## src/rtl/mc_des_fifo.sv

```systemverilog
// Serial deserializer feeding a small word queue, both paced by tick enables
// derived from the single 1 MHz clock. Completed words wait in a hold register
// (status_out low) until a queue tick either enqueues them, drops them (when
// the queue is full and DROP_ON_FULL is set), or leaves them pending.
//
// Handshake: the deserializer raises "pending" (state WAIT_ACK) with the word in
// hold_reg; the queue side consumes it only on a q_tick by returning a
// one-cycle ack, and the word stays valid and unchanged until that ack.
// status_out is a direct decode of the deserializer state (1 = RECV).
module mc_des_fifo #(
    parameter int DATA_W       = 8,
    parameter int DEPTH        = 8,
    parameter int DES_DIV      = 10,
    parameter int Q_DIV        = 100,
    parameter int MSB_FIRST    = 1,
    parameter int DROP_ON_FULL = 0
) (
    input  logic                     clock_1MHz,
    input  logic                     reset,
    input  logic                     data_in,
    input  logic                     write_in,
    input  logic                     dequeue_in,
    input  logic                     clear_ovf,
    output logic                     status_out,
    output logic [$clog2(DEPTH):0]   len_out,
    output logic [DATA_W-1:0]        data_out,
    output logic                     data_valid,
    output logic                     full,
    output logic                     empty,
    output logic                     overflow
);

    localparam int AW  = $clog2(DEPTH);
    localparam int DCW = (DES_DIV > 1) ? $clog2(DES_DIV) : 1;
    localparam int QCW = (Q_DIV > 1) ? $clog2(Q_DIV) : 1;
    localparam int BCW = $clog2(DATA_W + 1);

    typedef enum logic {
        RECV     = 1'b0,
        WAIT_ACK = 1'b1
    } des_state_t;

    logic [DCW-1:0]    des_cnt;
    logic [QCW-1:0]    q_cnt;
    logic              des_tick;
    logic              q_tick;

    des_state_t        state;
    des_state_t        state_next;
    logic [BCW-1:0]    bit_cnt;
    logic [DATA_W-1:0] shift_reg;
    logic [DATA_W-1:0] shift_next;
    logic [DATA_W-1:0] hold_reg;
    logic              capture;
    logic              word_done;

    logic [DATA_W-1:0] mem [DEPTH];
    logic [AW-1:0]     wr_ptr;
    logic [AW-1:0]     rd_ptr;
    logic              pending;
    logic              do_deq;
    logic              do_enq;
    logic              do_drop;
    logic              ack;

    assign des_tick = (des_cnt == DCW'(DES_DIV - 1));
    assign q_tick   = (q_cnt == QCW'(Q_DIV - 1));

    // Free-running tick dividers, wrapping after the terminal count.
    always_ff @(posedge clock_1MHz or posedge reset) begin
        if (reset) begin
            des_cnt <= '0;
            q_cnt   <= '0;
        end else begin
            des_cnt <= des_tick ? '0 : des_cnt + 1'b1;
            q_cnt   <= q_tick ? '0 : q_cnt + 1'b1;
        end
    end

    // Deserializer state register.
    always_ff @(posedge clock_1MHz or posedge reset) begin
        if (reset) state <= RECV;
        else       state <= state_next;
    end

    // Next-state logic plus the shifted word the current bit would produce.
    always_comb begin
        state_next = state;
        if (MSB_FIRST != 0) shift_next = {shift_reg[DATA_W-2:0], data_in};
        else                shift_next = {data_in, shift_reg[DATA_W-1:1]};
        capture   = (state == RECV) && des_tick && write_in;
        word_done = capture && (bit_cnt == BCW'(DATA_W - 1));
        case (state)
            RECV:     if (word_done) state_next = WAIT_ACK;
            WAIT_ACK: if (ack)       state_next = RECV;
            default:  state_next = RECV;
        endcase
    end

    // Shift register, bit counter and hold register of the deserializer.
    always_ff @(posedge clock_1MHz or posedge reset) begin
        if (reset) begin
            bit_cnt   <= '0;
            shift_reg <= '0;
            hold_reg  <= '0;
        end else if (capture) begin
            shift_reg <= shift_next;
            if (word_done) begin
                hold_reg <= shift_next;
                bit_cnt  <= '0;
            end else begin
                bit_cnt <= bit_cnt + 1'b1;
            end
        end
    end

    assign status_out = (state == RECV);
    assign pending    = (state == WAIT_ACK);
    assign full       = (len_out == (AW + 1)'(DEPTH));
    assign empty      = (len_out == '0);

    // A full queue still accepts the pending word when a dequeue frees a slot
    // on the same tick; an empty queue never bypasses the word to data_out.
    assign do_deq  = q_tick && dequeue_in && !empty;
    assign do_enq  = q_tick && pending && (!full || do_deq);
    assign do_drop = q_tick && pending && full && !do_deq && (DROP_ON_FULL != 0);
    assign ack     = do_enq || do_drop;

    // Queue storage; contents need no reset because len_out guards every read.
    always_ff @(posedge clock_1MHz) begin
        if (do_enq) mem[wr_ptr] <= hold_reg;
    end

    // Pointers, occupancy, output word, valid pulse and sticky overflow.
    always_ff @(posedge clock_1MHz or posedge reset) begin
        if (reset) begin
            wr_ptr     <= '0;
            rd_ptr     <= '0;
            len_out    <= '0;
            data_out   <= '0;
            data_valid <= 1'b0;
            overflow   <= 1'b0;
        end else begin
            data_valid <= do_deq;
            if (do_enq) wr_ptr <= wr_ptr + 1'b1;
            if (do_deq) begin
                rd_ptr   <= rd_ptr + 1'b1;
                data_out <= mem[rd_ptr];
            end
            if (do_enq && !do_deq)      len_out <= len_out + 1'b1;
            else if (do_deq && !do_enq) len_out <= len_out - 1'b1;
            if (do_drop)        overflow <= 1'b1;
            else if (clear_ovf) overflow <= 1'b0;
        end
    end

endmodule

```

## config.mk

```make
export PLATFORM = sky130hd
export DESIGN_NAME = mc_des_fifo
export DESIGN_NICKNAME = d
export VERILOG_FILES = /design/src/rtl/mc_des_fifo.sv
export SDC_FILE = /design/constraint.sdc
export NUM_CORES = 1
export LEC_CHECK = 0
export BUFFER_PORTS_ARGS = -buffer_cell sky130_fd_sc_hd__buf_2
export CORE_MARGIN = 2
export CORE_UTILIZATION = 55
export DETAILED_ROUTE_END_ITERATION = 10
export MAX_ROUTING_LAYER = met4
export PLACE_DENSITY = 0.85
export SETUP_SLACK_MARGIN = 0.05
export SYNTH_ARGS = -nofsm -noshare
export SYNTH_HDL_FRONTEND = slang
export SYNTH_SLANG_ARGS = --single-unit
```

## constraint.sdc

```tcl
create_clock -name clock_1MHz -period 7.3 [get_ports clock_1MHz]
set_input_delay 1.095 -clock clock_1MHz [delete_from_list [all_inputs] [get_ports clock_1MHz]]
set_output_delay 1.095 -clock clock_1MHz [all_outputs]
set_load 0.03 [all_outputs]
```

==> impl_metrics.py, run 1 <==
metrics = {
    "outcome": {
        "status": "finished clean",
    },
    "final_layout": {
        "drive_above_1_share_pct": 25.58,
        "n_antenna_cell": 0,
        "largest_register_ffs": 64,
        "area_growth_pct": 16.94,
        "nets": 345,
        "nFillCells": 534,
    },
    "critical_path": {
        "crit_start": "q_cnt[0]",
        "crit_chain": "ha_1, nand4bb_4, nor4_4, inv_1, ha_1, inv_1, ha_1, a21o_1, a2111oi_0, o31ai_1",
        "start_kind": "register",
        "crit_slowest_cell": "nor4_4",
        "cpPeakStageDelay_ns": 0.87,
        "arrival_ns": 3.94,
        "worst-path-max-fanout": 21,
        "cp.required_ns": 7.68,
        "critPathMostFrequentCell": "ha_1",
        "reg2reg_from": "q_cnt[0]",
        "crit_type": "reg2reg",
        "path_buf_inv": 2,
        "worstSetupEndpointType": "register",
        "crit_family": "simple AND/OR/NAND/NOR gates",
    },
    "timing": {
        "skew_ns": 0.009009,
        "clock.fmax_ghz": 0.2808,
        "min_period_over_period_pct": 48.79,
        "fin_ws_ns": 3.739,
        "slew_headroom_pct": 22.69,
        "rsz0062_at_grt": "false",
        "tightestPinTransition_ns": 1.151,
        "tns_ns": 0,
        "maxSlewViolCount": 0,
        "setup_viol": 0,
        "hold_violations": 0,
        "whs_ns": 0.4950,
        "min_period_ns": 3.561,
    },
    "yosys": {
        "dominantRegCellSynth": "edfxtp_1",
        "synthTopCellsByCount": "edfxtp_1 (64), dfrtp_1 (50), nand2_1 (42)",
        "yosys.area_share.adder_pct": 2.324,
        "avgSynthCellArea_um2": 15.44,
        "seq_area_frac_synth_pct": 68.52,
        "synth_compound_area_share_pct": 2.918,
        "synth_top_family_by_area": "multiplexers",
        "synth_area_leaders": "edfxtp_1 (42%), dfrtp_1 (27%), mux4_2 (7.8%)",
        "synth_cells": 300,
        "yosysWarnings": 0,
        "synthDominantCellAreaShare_pct": 41.50,
        "postSynthNetCount": 314,
        "synth_edf_count": 64,
        "netlist.top_cell.by_area": "edfxtp_1",
        "synth.most_common_cell": "edfxtp_1",
        "synth_cell_types": 41,
        "synthMuxAreaShare_pct": 12.65,
        "synthArstFlopShare_pct": 43.86,
        "synthXorXnorAreaFrac_pct": 2.081,
        "synth-simple-area-share_pct": 9.565,
        "synth_seq_cells": 114,
        "netlist_area_um2": 4631,
    },
    "routing": {
        "wl_per_cell_um": 19.12,
        "dr.first_iter.drc_count": 157,
        "ant_nets": 0,
        "wirelength_um": 8585,
        "drt-pass1-iter-count": 4,
        "drc": 0,
        "vias": 2574,
        "via_per_inst": 5.733,
    },
    "run": {
        "cap_violations": 0,
    },
    "min_path": {
        "min_from": "shift_reg[2]",
        "min_path_type": "reg2reg",
    },
    "clocking": {
        "clk_pin_slew_ns": 0.05,
        "cts_max_path_buffers": 2,
        "cts_hold_buf": 0,
        "cts_sinks": 114,
        "clock_latency_ns": 0.51,
        "cts_setup_buffers": 0,
        "cts_tree": "built",
        "htree_num_levels": 4,
        "ctsResizeCount": 0,
        "cts_inserted_buffers": 17,
        "cts_root_buffer": "clkbuf_8",
    },
    "power": {
        "total_power_w": 0.001532,
        "power.density_nw_per_um2": 282.8,
        "p_leak_nw": 2.132,
        "ir_drop_v": 0.0001411,
    },
    "placed_design": {
        "place_ws_ns": 3.348,
        "gp_congestion": 0.7388,
        "hpwl_um": 5044,
        "port_buffers": 20,
    },
    "die": {
        "initial_core_util_pct": 56.64,
        "dieHeight_um": 95.76,
        "fp.dieArea_um2": 9169,
        "core-area_um2": 8175,
        "row_count": 33,
        "io_pins": 23,
        "die_width_um": 95.76,
    },
    "global_route": {
        "grt-ovfl-total": 0,
        "grt_max_degree": 51,
        "first_global_vias": 2648,
        "grt_usage_pct": 22.20,
        "antenna_found_initial": 0,
        "grt_pass1_wl_um": 13950,
    },
}
[layer usage]
metal	GRT usage [%]	part of all wire (%)
met1	25.77	41
met2	36.25	52
met3	7.126	4.8
met4	8.690	2.2
met5	-	0
[final timing paths]
path                                 to  slack [ns]  depth (start not counted)
setup / recovery             len_out[3]        3.74                         10
hold / removal             shift_reg[3]        0.50                          2
max in group asynchronous   data_out[0]        5.83                          2
min in group asynchronous      q_cnt[2]        0.84                          2
setup reg to reg             len_out[3]        3.74                         10
hold reg to reg            shift_reg[3]        0.50                          2
[logic make-up (layout without fill, tap and decap cells)]
| group | Yosys count | in the layout |
|---|---|---|
| xor+xnor | 11 | 11 |
| simple gates | 89 | 89 |
| flops | 114 | 114 |
| compound gates | 22 | 22 |
| mux | 37 | 37 |
| other cells | 1 | 1 |
| fa+ha+maj | 8 | 8 |
| buf+inv | 18 | 62 |
[power by group]
part	switching [W]	internal [W]	total, W
Clock	0.000276	0.000514	0.000790
Combinational	0.0000294	0.0000198	0.0000492
Sequential	0.00000908	0.000683	0.000692
Total	0.000315	0.00122	0.00153
[cell type report]
class	count	area [um^2]	area share, %
well taps	105	131.4	2.426
flip-flops and latches	114	3173	58.60
inverters	8	32.53	0.6007
multi-input cells	168	1380	25.49
clock buffers	23	509.2	9.404
clock inverters	9	73.82	1.363
repair buffers	22	115.1	2.126
[per-stage QoR]
| stage | std cells | util [%] | cell area (um^2) |
|---|---|---|---|
| 2_1_floorplan | 300 | - | 4631 |
| 3_3_place_gp | 417 | 59.11 | 4832 |
| 3_5_place_dp | 417 | 59.11 | 4832 |
| 4_1_cts | 449 | 66.24 | 5415 |
| 5_1_grt | 449 | 66.24 | 5415 |
| 6_report | 449 | 66.24 | 5415 |
[layout by cell type (no fill, tap or decap), types with 10 or more instances in the layout]
master / count
edfxtp_1: 64
dfrtp_1: 50
nand2_1: 42
nor2_1: 21
buf_2: 20
clkbuf_16: 18
mux4_2: 16
mux2_2: 12
a21oi_1: 10
[worst register-to-register path, cell delays in order, from the launching register on]
cell and delay (ns):
dfrtp_1 0.39, ha_1 0.33, nand4bb_4 0.17, nor4_4 0.87, inv_1 0.12, ha_1 0.29, inv_1 0.16, ha_1 0.26
a21o_1 0.22, a2111oi_0 0.47, o31ai_1 0.15
Note: power is estimated with default switching activity, not from simulation.
==> inputs of run 2 (changes only) <==
Settings changed: CORE_UTILIZATION 55 to 54, PLACE_DENSITY 0.85 to 0.86.
Clock period 7.3 ns to 3.1 ns, I/O delays scaled along.
==> run 2 against run 1 <==
Compared with the run above:
- first-iteration DRC count shrank 32%
- non-clock buffer count grew 8
- maximum frequency grew 25%
- sequential cell count is the same
- critical path type unchanged
- critical endpoint unchanged
==> impl_metrics.py, run 2 (synthesized netlist as in run 1, its figures left out) <==
metrics = {
    "placed_design": {
        "hpwl_um": 5157,
        "port_buffers": 20,
        "place_ws_ns": 0.08244,
        "gp_congestion": 0.7606,
    },
    "die": {
        "fp.dieArea_um2": 9333,
        "io_pins": 23,
        "die_width_um": 96.61,
        "dieHeight_um": 96.61,
        "initial_core_util_pct": 56.08,
        "row_count": 33,
        "core-area_um2": 8258,
    },
    "clocking": {
        "clock_latency_ns": 0.51,
        "cts_setup_buffers": 0,
        "cts_root_buffer": "clkbuf_8",
        "cts_inserted_buffers": 17,
        "cts_tree": "built",
        "cts_sinks": 114,
        "cts_hold_buf": 0,
        "cts_max_path_buffers": 2,
        "clk_pin_slew_ns": 0.05,
        "htree_num_levels": 4,
    },
    "global_route": {
        "gr-usage-met2_pct": 34.56,
        "grt_pass1_wl_um": 14200,
        "first_global_vias": 2781,
        "grt-ovfl-total": 0,
        "grt_usage_pct": 20.83,
        "grt_util_met1_pct": 23.75,
        "antenna_found_initial": 0,
        "grt_max_degree": 51,
        "grt-busiest-layer": "met2",
        "met3_usage_pct": 6.792,
    },
    "routing": {
        "vias": 2561,
        "dr.first_iter.drc_count": 106,
        "ant_nets": 0,
        "wl_per_cell_um": 18.75,
        "wirelength_um": 8569,
        "drc": 0,
        "via_per_inst": 5.604,
        "drt-pass1-iter-count": 4,
    },
    "final_layout": {
        "area_growth_pct": 18.16,
        "nets": 353,
        "utilization_pct": 66.26,
        "drive_above_1_share_pct": 27.84,
        "largest_register_ffs": 64,
        "layout_common_cells": "edfxtp_1 (64), dfrtp_1 (50), nand2_1 (42)",
        "n_antenna_cell": 0,
        "final_common_cell": "edfxtp_1",
    },
    "timing": {
        "skew_ns": 0.01465,
        "maxSlewViolCount": 0,
        "hold_violations": 0,
        "setup_viol": 0,
        "rsz0062_at_grt": "false",
        "min_period_over_period_pct": 92.23,
        "tns_ns": 0,
        "tightestPinTransition_ns": 1.034,
        "fin_ws_ns": 0.2409,
        "slew_headroom_pct": 31.00,
        "min_period_ns": 2.859,
        "clock.fmax_ghz": 0.3498,
    },
    "min_path": {
        "whs_path_depth": 3,
        "min_path_type": "in2reg",
    },
    "critical_path": {
        "arrival_ns": 3.23,
        "worstSetupEndpointType": "register",
        "crit_slowest_cell": "dfrtp_1",
        "crit_chain": "ha_4, nand4bb_4, a2111o_1, inv_4, ha_2, inv_1, ha_1, a21o_1, a21oi_1, mux2i_1, o31ai_1",
        "worst-path-max-fanout": 6,
        "start_kind": "register",
        "path_buf_inv": 2,
        "cpPeakStageDelay_ns": 0.42,
        "crit_type": "reg2reg",
        "cp.required_ns": 3.47,
        "crit_family": "compound AO/OA/AOI/OAI gates",
        "worst-path-stages": 11,
        "ff2ff_setup_slack_ns": 0.24,
        "r2r_cells": 11,
    },
    "power": {
        "power.density_nw_per_um2": 629.4,
        "ir_drop_v": 0.0004283,
        "p_leak_nw": 2.159,
    },
    "run": {
        "cap_violations": 0,
    },
    "outcome": {
        "status": "finished clean",
    },
}
## run 2: cell count changes in the layout (fill, tap and decap cells not counted), sizes merged
cell	delta
buf	+8
clkbuf	+3
bufinv	-1
clkinv	-1
clkinvlp	-1
## run 2: layout make-up
cell class                 count  area, um^2
clock buffer                  26       499.2
sequential                   114        3173
multi-input combinational    168        1431
timing repair buffer          30       175.2
clock inverter                 6       28.78
inverter                       8       32.53
fill                         539        2786
tap                          105       131.4
## run 2: tightest hold or removal path, stage by stage
cell and delay, ns:
buf_2 0.09, nand2_1 0.04, nand2_1 0.05
## run 2: what timing repair did
item	CTS	global route
gates resized for setup	4	1
cloned	0	0
pin swaps	0	1
setup endpoints to repair	1	1
## run 2: final timing paths
kind / from / endpoint
min: data_in / shift_reg[0]
max reg2reg: q_cnt[0] / len_out[3]
min reg2reg: shift_reg[6] / shift_reg[6]
min in group asynchronous: reset / pending
max in group asynchronous: reset / data_out[1]
max: q_cnt[0] / len_out[3]
## run 2: metrics by stage
stage | total power [W] | hold WS, ns | cells | cell area [um^2]
after floorplan | 0.001749 | 0.4418 | 300 | 4661
after global placement | 0.001773 | 0.4630 | 425 | 4922
after detailed placement | 0.001779 | 0.4712 | 425 | 4922
after CTS | 0.003468 | 0.1561 | 457 | 5461
after global routing | 0.003558 | 0.1597 | 457 | 5472
final | 0.003444 | 0.1687 | 457 | 5472
## run 2: layer usage
| metal | up-vias | routed length [um] |
|---|---|---|
| met5 | - | 0 |
| met4 | 0 | 91 |
| met3 | 12 | 338 |
| met2 | 64 | 4695 |
| met1 | 1308 | 3443 |
| li1 | 1177 | - |
## run 2: report_power, final
group          switching (W)  internal [W]  leakage [nW]  total, W
logic              0.0000762     0.0000495         0.665  0.000126
registers          0.0000185       0.00161          1.23   0.00163
clock network       0.000609       0.00108         0.265   0.00169
